File: config.mk
export PLATFORM = sky130hd
export DESIGN_NAME = ram_arbiter
export DESIGN_NICKNAME = d
export VERILOG_FILES = /design/src/rtl/ram_arbiter.sv
export SDC_FILE = /design/constraint.sdc
export NUM_CORES = 1
export LEC_CHECK = 0
export ABC_AREA = 0
export CAP_MARGIN = 20
export CORE_ASPECT_RATIO = 0.9
export CORE_UTILIZATION = 44
export CTS_BUF_LIST = sky130_fd_sc_hd__clkbuf_8 sky130_fd_sc_hd__clkbuf_16
export CTS_CLUSTER_SIZE = 8
export DETAILED_ROUTE_END_ITERATION = 8
export PLACE_DENSITY = 0.81
export SLEW_MARGIN = 20
export SYNTH_ARGS = -nofsm -noshare
export SYNTH_HDL_FRONTEND = slang
export SYNTH_SLANG_ARGS = --single-unit
File: constraint.sdc
create_clock -name i_clk -period 3.4 [get_ports i_clk]
set_input_delay 0.51 -clock i_clk [delete_from_list [all_inputs] [get_ports i_clk]]
set_output_delay 0.51 -clock i_clk [all_outputs]
set_load 0.01 [all_outputs]
File: src/rtl/ram_arbiter.sv
// Shares one single-port RAM between the Z80 CPU and the video fetch engine.
// Fixed two-cycle slots (ISSUE, CAPT); video has priority, CPU starvation is bounded by run_cnt.
module ram_arbiter #(
  parameter int ADDR_W      = 21,
  parameter int VID_MAX_RUN = 4
) (
  input  logic              i_clk,
  input  logic              i_reset_n,
  input  logic              i_cpu_req,
  input  logic              i_cpu_we,
  input  logic [ADDR_W-1:0] i_cpu_addr,
  input  logic [7:0]        i_cpu_wdata,
  output logic              o_cpu_ack,
  output logic [7:0]        o_cpu_rdata,
  output logic              o_cpu_wait_n,
  input  logic              i_vid_req,
  input  logic [ADDR_W-1:0] i_vid_addr,
  output logic              o_vid_ack,
  output logic [7:0]        o_vid_rdata,
  output logic              o_mem_en,
  output logic              o_mem_we,
  output logic [ADDR_W-1:0] o_mem_addr,
  output logic [7:0]        o_mem_wdata,
  input  logic [7:0]        i_mem_rdata,
  output logic [1:0]        dbg_state,
  output logic [3:0]        dbg_run_cnt
);

  // Handshake: req is a level sampled only when arbitrating (IDLE/CAPT); a granted access always
  // completes with a one-cycle ack, and a req still high the cycle after its ack starts a new access.
  typedef enum logic [1:0] {IDLE = 2'd0, ISSUE = 2'd1, CAPT = 2'd2} state_t;

  localparam logic [3:0] RUN_MAX = 4'(VID_MAX_RUN);

  state_t     state, state_nx;
  logic       owner_cpu, owner_we;
  logic [3:0] run_cnt;
  logic       arb, cpu_elig, vid_elig, grant_cpu, grant_vid;

  always_comb begin
    arb       = (state != ISSUE);
    cpu_elig  = i_cpu_req & ~o_cpu_ack & ~((state == CAPT) & owner_cpu);
    vid_elig  = i_vid_req & ~o_vid_ack & ~((state == CAPT) & ~owner_cpu);
    grant_cpu = arb & cpu_elig & (~vid_elig | (run_cnt == RUN_MAX));
    grant_vid = arb & vid_elig & ~grant_cpu;
    state_nx  = state;
    case (state)
      IDLE:    if (grant_cpu | grant_vid) state_nx = ISSUE;
      ISSUE:   state_nx = CAPT;
      CAPT:    state_nx = (grant_cpu | grant_vid) ? ISSUE : IDLE;
      default: state_nx = IDLE;
    endcase
  end

  always_ff @(posedge i_clk or negedge i_reset_n) begin
    if (!i_reset_n) begin
      state       <= IDLE;
      owner_cpu   <= 1'b0;
      owner_we    <= 1'b0;
      run_cnt     <= 4'd0;
      o_mem_en    <= 1'b0;
      o_mem_we    <= 1'b0;
      o_mem_addr  <= '0;
      o_mem_wdata <= 8'h00;
      o_cpu_ack   <= 1'b0;
      o_vid_ack   <= 1'b0;
      o_cpu_rdata <= 8'h00;
      o_vid_rdata <= 8'h00;
    end else begin
      state     <= state_nx;
      o_cpu_ack <= 1'b0;
      o_vid_ack <= 1'b0;
      o_mem_en  <= grant_cpu | grant_vid;
      o_mem_we  <= grant_cpu & i_cpu_we;
      if (grant_cpu) begin
        o_mem_addr  <= i_cpu_addr;
        o_mem_wdata <= i_cpu_wdata;
        owner_cpu   <= 1'b1;
        owner_we    <= i_cpu_we;
        run_cnt     <= 4'd0;
      end else if (grant_vid) begin
        o_mem_addr <= i_vid_addr;
        owner_cpu  <= 1'b0;
        owner_we   <= 1'b0;
        if (run_cnt < RUN_MAX) run_cnt <= run_cnt + 4'd1;
      end
      // Completion uses the owner of the finishing slot; a new grant in CAPT overwrites it at the same edge.
      if (state == CAPT) begin
        if (owner_cpu) begin
          o_cpu_ack <= 1'b1;
          if (!owner_we) o_cpu_rdata <= i_mem_rdata;
        end else begin
          o_vid_ack   <= 1'b1;
          o_vid_rdata <= i_mem_rdata;
        end
      end
    end
  end

  assign o_cpu_wait_n = ~(i_cpu_req & ~o_cpu_ack);
  assign dbg_state    = state;
  assign dbg_run_cnt  = run_cnt;

endmodule

==> results.ini, run 1 <==
[status]
status=completed

[layout]
drive_gt1_share_pct=30.3
area_growth_syn_to_layout_pct=58.6
fillers=349
antenna_cells=0
nNetsFinal=354

[global_routing]
grt_pass1_vias=1783
gr-total-overflow=0
grt_start_max_net_pins=39
antenna_found_initial=0
groute.usage.overall_pct=19.5
grt_pass1_wl_um=8480

[worst_setup_path]
end_kind=flop
cp_data_arrival_time_ns=2.33
critPathKind=primary input to flop
critPathLaunchType=primary input
crit_fanout=38
crit_required_ns=3.60

[routing]
drtIter0Drc=38
via_per_inst=4.84
wl_per_cell_um=15.2
drc=0
first_pass_iters=4
wl_um=5480
ant_nets=0
via_count=1747

[clock_tree]
clk_pin_slew_worst_paths_ns=0.07
ctsResizeCount=0
htreeDepth=3
cts_hold_buf=0
clk_path_buf_depth=2
cts_setup_buffers=0
clock-sinks=57
cts_buffers=9
cts_root_buf=clkbuf_8
clk_latency_ns=0.33
cts_tree=done

[synth]
yosysWarnings=0
ys_seq_elements=57
synthDistinctLibCells=26
synth_area_um2=2500
synth-seq-area-share_pct=57.0
postSynthAreaPerCell_um2=15.2
synth_nets=230
syn_inst=165

[sta]
setup_violations=0
hold_viol=0
clock.fmax_mhz=470
finalCritPeriodShare_pct=62.6
maxSlewHeadroom_pct=46.0
fin_skew_ns=0.0102
grt_setup_unrepaired=false
finalMaxSlewViolations=0
period_needed_ns=2.13
finalWorstSetupSlack_ns=1.27
fin_setup_tns_ns=0
tightest_slew_ns=0.808

[die]
io_pins=119
core-area_um2=5350
die_x_um=81.5
die-area_um2=5990
num_rows=25
start_util_pct=46.8
die_h_um=73.5

[placement]
dp_hpwl_um=3940
post-place-ws_ns=0.952
port_buffers=118
gp_congestion=0.752

[flow_run]
drv_cap=0

[worst_hold_path]
hp-class=primary input to asynchronous set/reset pin

[power_and_ir_drop]
peakVddDrop_mv=0.675
power.density_nw_per_um2=949
p_leak_nw=1.72

==> worst paths after layout <==
check / endpoint / from / slack [ns] / cells past startpoint
min reg2reg: o_mem_wdata[5] / o_mem_wdata[5] / 0.50 / 1
max in group asynchronous: o_mem_addr[7] / i_reset_n / 2.36 / 2
max reg2reg: o_mem_addr[11] / dbg_state[1] / 1.32 / 6
max: o_mem_addr[11] / i_vid_req / 1.27 / 5
min in group i_clk: o_mem_wdata[5] / o_mem_wdata[5] / 0.50 / 1
min: o_vid_rdata[4] / i_reset_n / 0.22 / 1
==> critical path, cell delays in order <==
cell	delay (ns)
clkdlybuf4s50_1	0.42
nand2b_1	0.16
a221oi_1	0.07
or4_4	0.76
mux2_4	0.39
==> cells in the mapped netlist, drive strengths merged <==
cell    number  area, um2
nor3b        1       7.51
o21a         3       22.5
and2         1       6.26
buf          7       56.3
and3         3       23.8
o21ai        1       5.00
ha           2       25.0
nor3         1       16.3
and3b        1       8.76
a21oi        3       15.0
or4          1       11.3
a221oi       1       8.76
dfrtp       57       1430
nand2b       3       18.8
inv          5       18.8
nor2         2       7.51
clkbuf       1       3.75
mux2i        1       10.0
nand2        2       7.51
nor2b        3       18.8
mux2        66        785
==> per-stage QoR <==
stage	power (mW)	hold WS [ns]	utilization, %	instances	area, um2
6_report	3.77	0.218	74.2	361	3970
5_1_grt	3.97	0.275	74.2	361	3970
4_1_cts	3.81	0.233	74.2	361	3970
3_5_place_dp	3.02	0.494	69.6	345	3720
3_3_place_gp	2.98	0.489	69.6	345	3720
2_1_floorplan	2.19	0.214	-	165	2500
==> per-layer routing <==
| metal | vias up | global-route usage, % | part of all wire, % |
|---|---|---|---|
| met3 | 6 | 6.34 | 8.1 |
| met1 | 845 | 23.9 | 41 |
| met2 | 64 | 30.9 | 49 |
| met5 | - | 0 | 0 |
| met4 | 0 | 9.52 | 1.4 |
| li1 | 832 | - | - |
==> kinds of logic after synthesis <==
group,Yosys count,share of synthesized area [%]
and+or+nand+nor,18,5.05
muxes,67,31.7
AOI/OAI and AO/OA,8,2.05
DFF,57,57.0
adders and majority gates,2,1.00
buffers and inverters,13,3.15
==> state kept, by name, summed over array words and instances, names as in the netlist <==
| name | count |
|---|---|
| o_mem_wdata | 8 |
| dbg_run_cnt | 4 |
| o_mem_en | 1 |
| owner_we | 1 |
| o_vid_rdata | 8 |
| o_mem_we | 1 |
| owner_cpu | 1 |
| o_cpu_ack | 1 |
| dbg_state | 2 |
| o_cpu_rdata | 8 |
| o_mem_addr | 21 |
| o_vid_ack | 1 |
==> cells in the final DEF (no fill, tap or decap), drive strengths merged, types with 2 or more instances in the layout <==
cell | Yosys | final
clkdlybuf4s50 | 0 | 117
clkbuf | 1 | 10
and3 | 3 | 3
buf | 7 | 4
nand2 | 2 | 2
o21a | 3 | 3
nor2b | 3 | 3
dfrtp | 57 | 57
nor2 | 2 | 2
bufinv | 0 | 3
ha | 2 | 2
inv | 5 | 6
mux2 | 66 | 66
a21oi | 3 | 3
nand2b | 3 | 3
==> where the power goes <==
part           switching, mW  internal (mW)
logic                  0.653           1.17
registers              0.168           1.01
clock network          0.264          0.503
total                   1.08           2.68
==> area by class of cell <==
type	count	area, um2	area share [%]
clock buffer	10	138	3.47
tap	67	83.8	2.11
timing repair buffer	121	1200	30.2
sequential	57	1430	35.9
multi-input combinational	95	997	25.1
inverter	5	18.8	0.473
clock inverter	6	106	2.68
No activity file was read; power rests on OpenSTA's default activity.
==> run 2, diff against run 1 <==
--- a/config.mk
+++ b/config.mk
@@ -8,11 +8,11 @@
 export ABC_AREA = 0
 export CAP_MARGIN = 20
 export CORE_ASPECT_RATIO = 0.9
-export CORE_UTILIZATION = 44
+export CORE_UTILIZATION = 37
 export CTS_BUF_LIST = sky130_fd_sc_hd__clkbuf_8 sky130_fd_sc_hd__clkbuf_16
 export CTS_CLUSTER_SIZE = 8
 export DETAILED_ROUTE_END_ITERATION = 8
-export PLACE_DENSITY = 0.81
+export PLACE_DENSITY = 0.73
 export SLEW_MARGIN = 20
 export SYNTH_ARGS = -nofsm -noshare
 export SYNTH_HDL_FRONTEND = slang
==> constraint.sdc (replaced) <==
create_clock -name i_clk -period 1.8 [get_ports i_clk]
set_input_delay 0.27 -clock i_clk [delete_from_list [all_inputs] [get_ports i_clk]]
set_output_delay 0.27 -clock i_clk [all_outputs]
set_load 0.01 [all_outputs]
==> run 2 against run 1 <==
The flow now finishes with violations (negative setup slack). Clock-buffer cell count unchanged. Setup slack got worse by 1.3 ns. Hold slack improved by 0.23 ns. Critical endpoint is now o_mem_addr[15]. Sequential cell count unchanged. Sequential share of layout area decreased by 3.7 points. Sequential power increased by 90%. Global-route usage decreased by 1.7 points. Non-clock buffer count increased by 31. Cell area increased by 11%. Core utilization decreased by 6.7 points. Critical path depth increased by 3. Wire length increased by 16%. Largest cell class is now buffers.
==> results.ini, run 2 (synthesis gave the netlist of run 1 again) <==
[layout]
antenna_cells=0  ; unchanged
final_cell_mix=clkdlybuf4s50_1, dfrtp_1, mux2_4, mux2_2, buf_4  ; was clkdlybuf4s50_1, dfrtp_1, mux2_2, mux2_4, clkbuf_8
area_growth_syn_to_layout_pct=76.8  ; was 58.6%
multi_input_area_um2=1140  ; was 997 um2
nNetsFinal=385  ; was 354
seqCellArea_um2=1430  ; unchanged
final_common_cell=clkdlybuf4s50_1  ; unchanged
top_register=o_mem_addr  ; unchanged
finalInstanceArea_um2=4420  ; was 3970 um2
largest_reg_flops=21  ; unchanged
final-instance-count-excl-fill=414  ; was 361
drive_gt1_share_pct=38.6  ; was 30.3%
fillers=514  ; was 349

[worst_setup_path]
critPathKind=flop to flop  ; was primary input to flop
setup.worst_path.start=dbg_state[1]  ; was i_vid_req
reg2reg_depth=8  ; was 6
end_kind=flop  ; unchanged
crit_fanout=7  ; was 38
critPathSlowestCell=dfrtp_1  ; was or4_4
cp_data_arrival_time_ns=2.06  ; was 2.33 ns
cp_top_family=multiplexers  ; was simple AND/OR/NAND/NOR gates
cp_common_cell=buf_6
path_buf_inv=4  ; was 1
rrSetupSlack_ns=-0.06  ; was 1.32 ns
crit_required_ns=2.01  ; was 3.60 ns
r2r-start=dbg_state[1]  ; unchanged
critPathLaunchType=flop  ; was primary input
max_stage_delay_ns=0.41  ; was 0.76 ns
worstPathCellList=buf_6, nor2b_4, buf_6, nor3_4, buf_6, buf_12, mux2_4, mux2_4  ; was clkdlybuf4s50_1, nand2b_1, a221oi_1, or4_4, mux2_4
r2r-end=o_mem_addr[15]  ; was o_mem_addr[11]

[global_routing]
groute.usage.overall_pct=17.8  ; was 19.5%
grt_pass1_wl_um=9210  ; was 8480 um
gr-total-overflow=0  ; unchanged
grt_pass1_vias=1888  ; was 1783
antenna_found_initial=0  ; unchanged
grt_start_max_net_pins=24  ; was 39

[status]
status=complete, but fails checks  ; was completed
violations=negative setup slack

[die]
die_x_um=88.7  ; was 81.5 um
io_pins=119  ; unchanged
num_rows=28  ; was 25
die-area_um2=7100  ; was 5990 um2
core-area_um2=6550  ; was 5350 um2
die_h_um=80.0  ; was 73.5 um
start_util_pct=38.2  ; was 46.8%

[placement]
port_buffers=118  ; unchanged
dp.cells=385  ; was 345
placed_area_um2=3930  ; was 3720 um2
dp_hpwl_um=4230  ; was 3940 um
gp_congestion=0.754  ; was 0.752

[sta]
finalCritPeriodShare_pct=103
hold_viol=0  ; unchanged
tightest_slew_ns=0.521  ; was 0.808 ns
grt_setup_unrepaired=true  ; was false
clock.fmax_mhz=539
setup_violations=24  ; was 0
finalMaxSlewViolations=0  ; unchanged
fin_skew_ns=0.00710  ; was 0.0102 ns
period_needed_ns=1.86
fin_setup_tns_ns=-1.01  ; was 0 ns
finalWorstSetupSlack_ns=-0.0568  ; was 1.27 ns
maxSlewHeadroom_pct=65.3  ; was 46.0%

[routing]
wl_per_cell_um=15.4  ; was 15.2 um
drc=0  ; unchanged
wl_um=6370  ; was 5480 um
via_count=1910  ; was 1747
ant_nets=0  ; unchanged
first_pass_iters=4  ; unchanged
via_per_inst=4.61  ; was 4.84
drtIter0Drc=52  ; was 38

[clock_tree]
clk_path_buf_depth=2  ; unchanged
cts_buffers=9  ; unchanged
htreeDepth=3  ; unchanged
cts_root_buf=clkbuf_8  ; unchanged
clk_latency_ns=0.33  ; about the same
cts_tree=done  ; unchanged
clk_pin_slew_worst_paths_ns=0.06  ; was 0.07 ns
clock-sinks=57  ; unchanged

[power_and_ir_drop]
total_power_mw=7.74  ; was 3.77 mW
p_leak_nw=2.02  ; was 1.72 nW
power.density_nw_per_um2=1750  ; was 949 nW/um2
peakVddDrop_mv=0.865  ; was 0.675 mV

[worst_hold_path]
hp-class=primary input to asynchronous set/reset pin  ; unchanged

[flow_run]
drv_cap=0  ; unchanged

==> run 2: changes by cell type in the layout (fill, tap and decap cells not counted), moves of 2 or more <==
cell / change
buf_12: +5
mux2_4: +27
mux2_2: -27
clkinv_2: +3
inv_1: -2
buf_4: +16
inv_2: +2
buf_6: +6
bufinv_16: -3
==> run 2: what timing repair did <==
item / in CTS / in global routing
endpoints found under the setup margin: 28 / 31
cloned: 1 / 2
hold buffers: 1 / 0
hold endpoints to repair: 17 / 0
pin swaps: 0 / 2
resized for setup: 8 / 40
setup buffers: 2 / 8
==> run 2: metrics by stage <==
step	worst slack (ns)	hold WS [ns]	util [%]
6_report	-0.0568	0.452	67.5
5_1_grt	-0.130	0.485	67.5
4_1_cts	-0.0562	0.458	63.8
3_5_place_dp	-0.298	0.279	60.0
3_3_place_gp	-0.253	0.269	60.0
2_1_floorplan	-0.214	-0.0256	-
==> run 2: layer usage <==
layer | up-vias | share of wire [%] | GRT usage (%)
li1 | 889 | - | -
met1 | 941 | 42 | 20.2
met2 | 71 | 49 | 29.7
met3 | 9 | 7.5 | 6.41
met4 | 0 | 1.8 | 8.23
met5 | - | 0 | 0
==> run 2: how the worst max path moves through the flow <==
stage / to / slack, ns / depth (start not counted)
final: o_mem_addr[15] / -0.06 / 8
after global routing: o_mem_addr[15] / -0.13 / 8
after CTS: o_mem_addr[18] / -0.06 / 6
after detailed placement: o_mem_addr[1] / -0.30 / 6
after global placement: o_mem_addr[20] / -0.25 / 6
after floorplan: o_mem_addr[7] / -0.21 / 6
==> run 2: power breakdown <==
| part | internal (mW) | switching (mW) |
|---|---|---|
| logic | 3.00 | 1.50 |
| clock network | 0.513 | 0.477 |
| registers | 1.91 | 0.331 |
==> run 2: cell type report <==
type,count,area share (%)
Clock buffer,10,3.11
Clock inverter,5,0.537
Inverter,5,0.424
Multi-Input combinational cell,95,25.7
Sequential cell,57,32.2
Tap cell,90,2.55
Timing Repair Buffer,152,35.4
==> run 2: worst register-to-register path, stage by stage (launching register included) <==
cell and delay [ns]:
dfrtp_1 0.41, buf_6 0.13, nor2b_4 0.04, buf_6 0.11, nor3_4 0.21, buf_6 0.16, buf_12 0.13, mux2_4 0.30
mux2_4 0.26
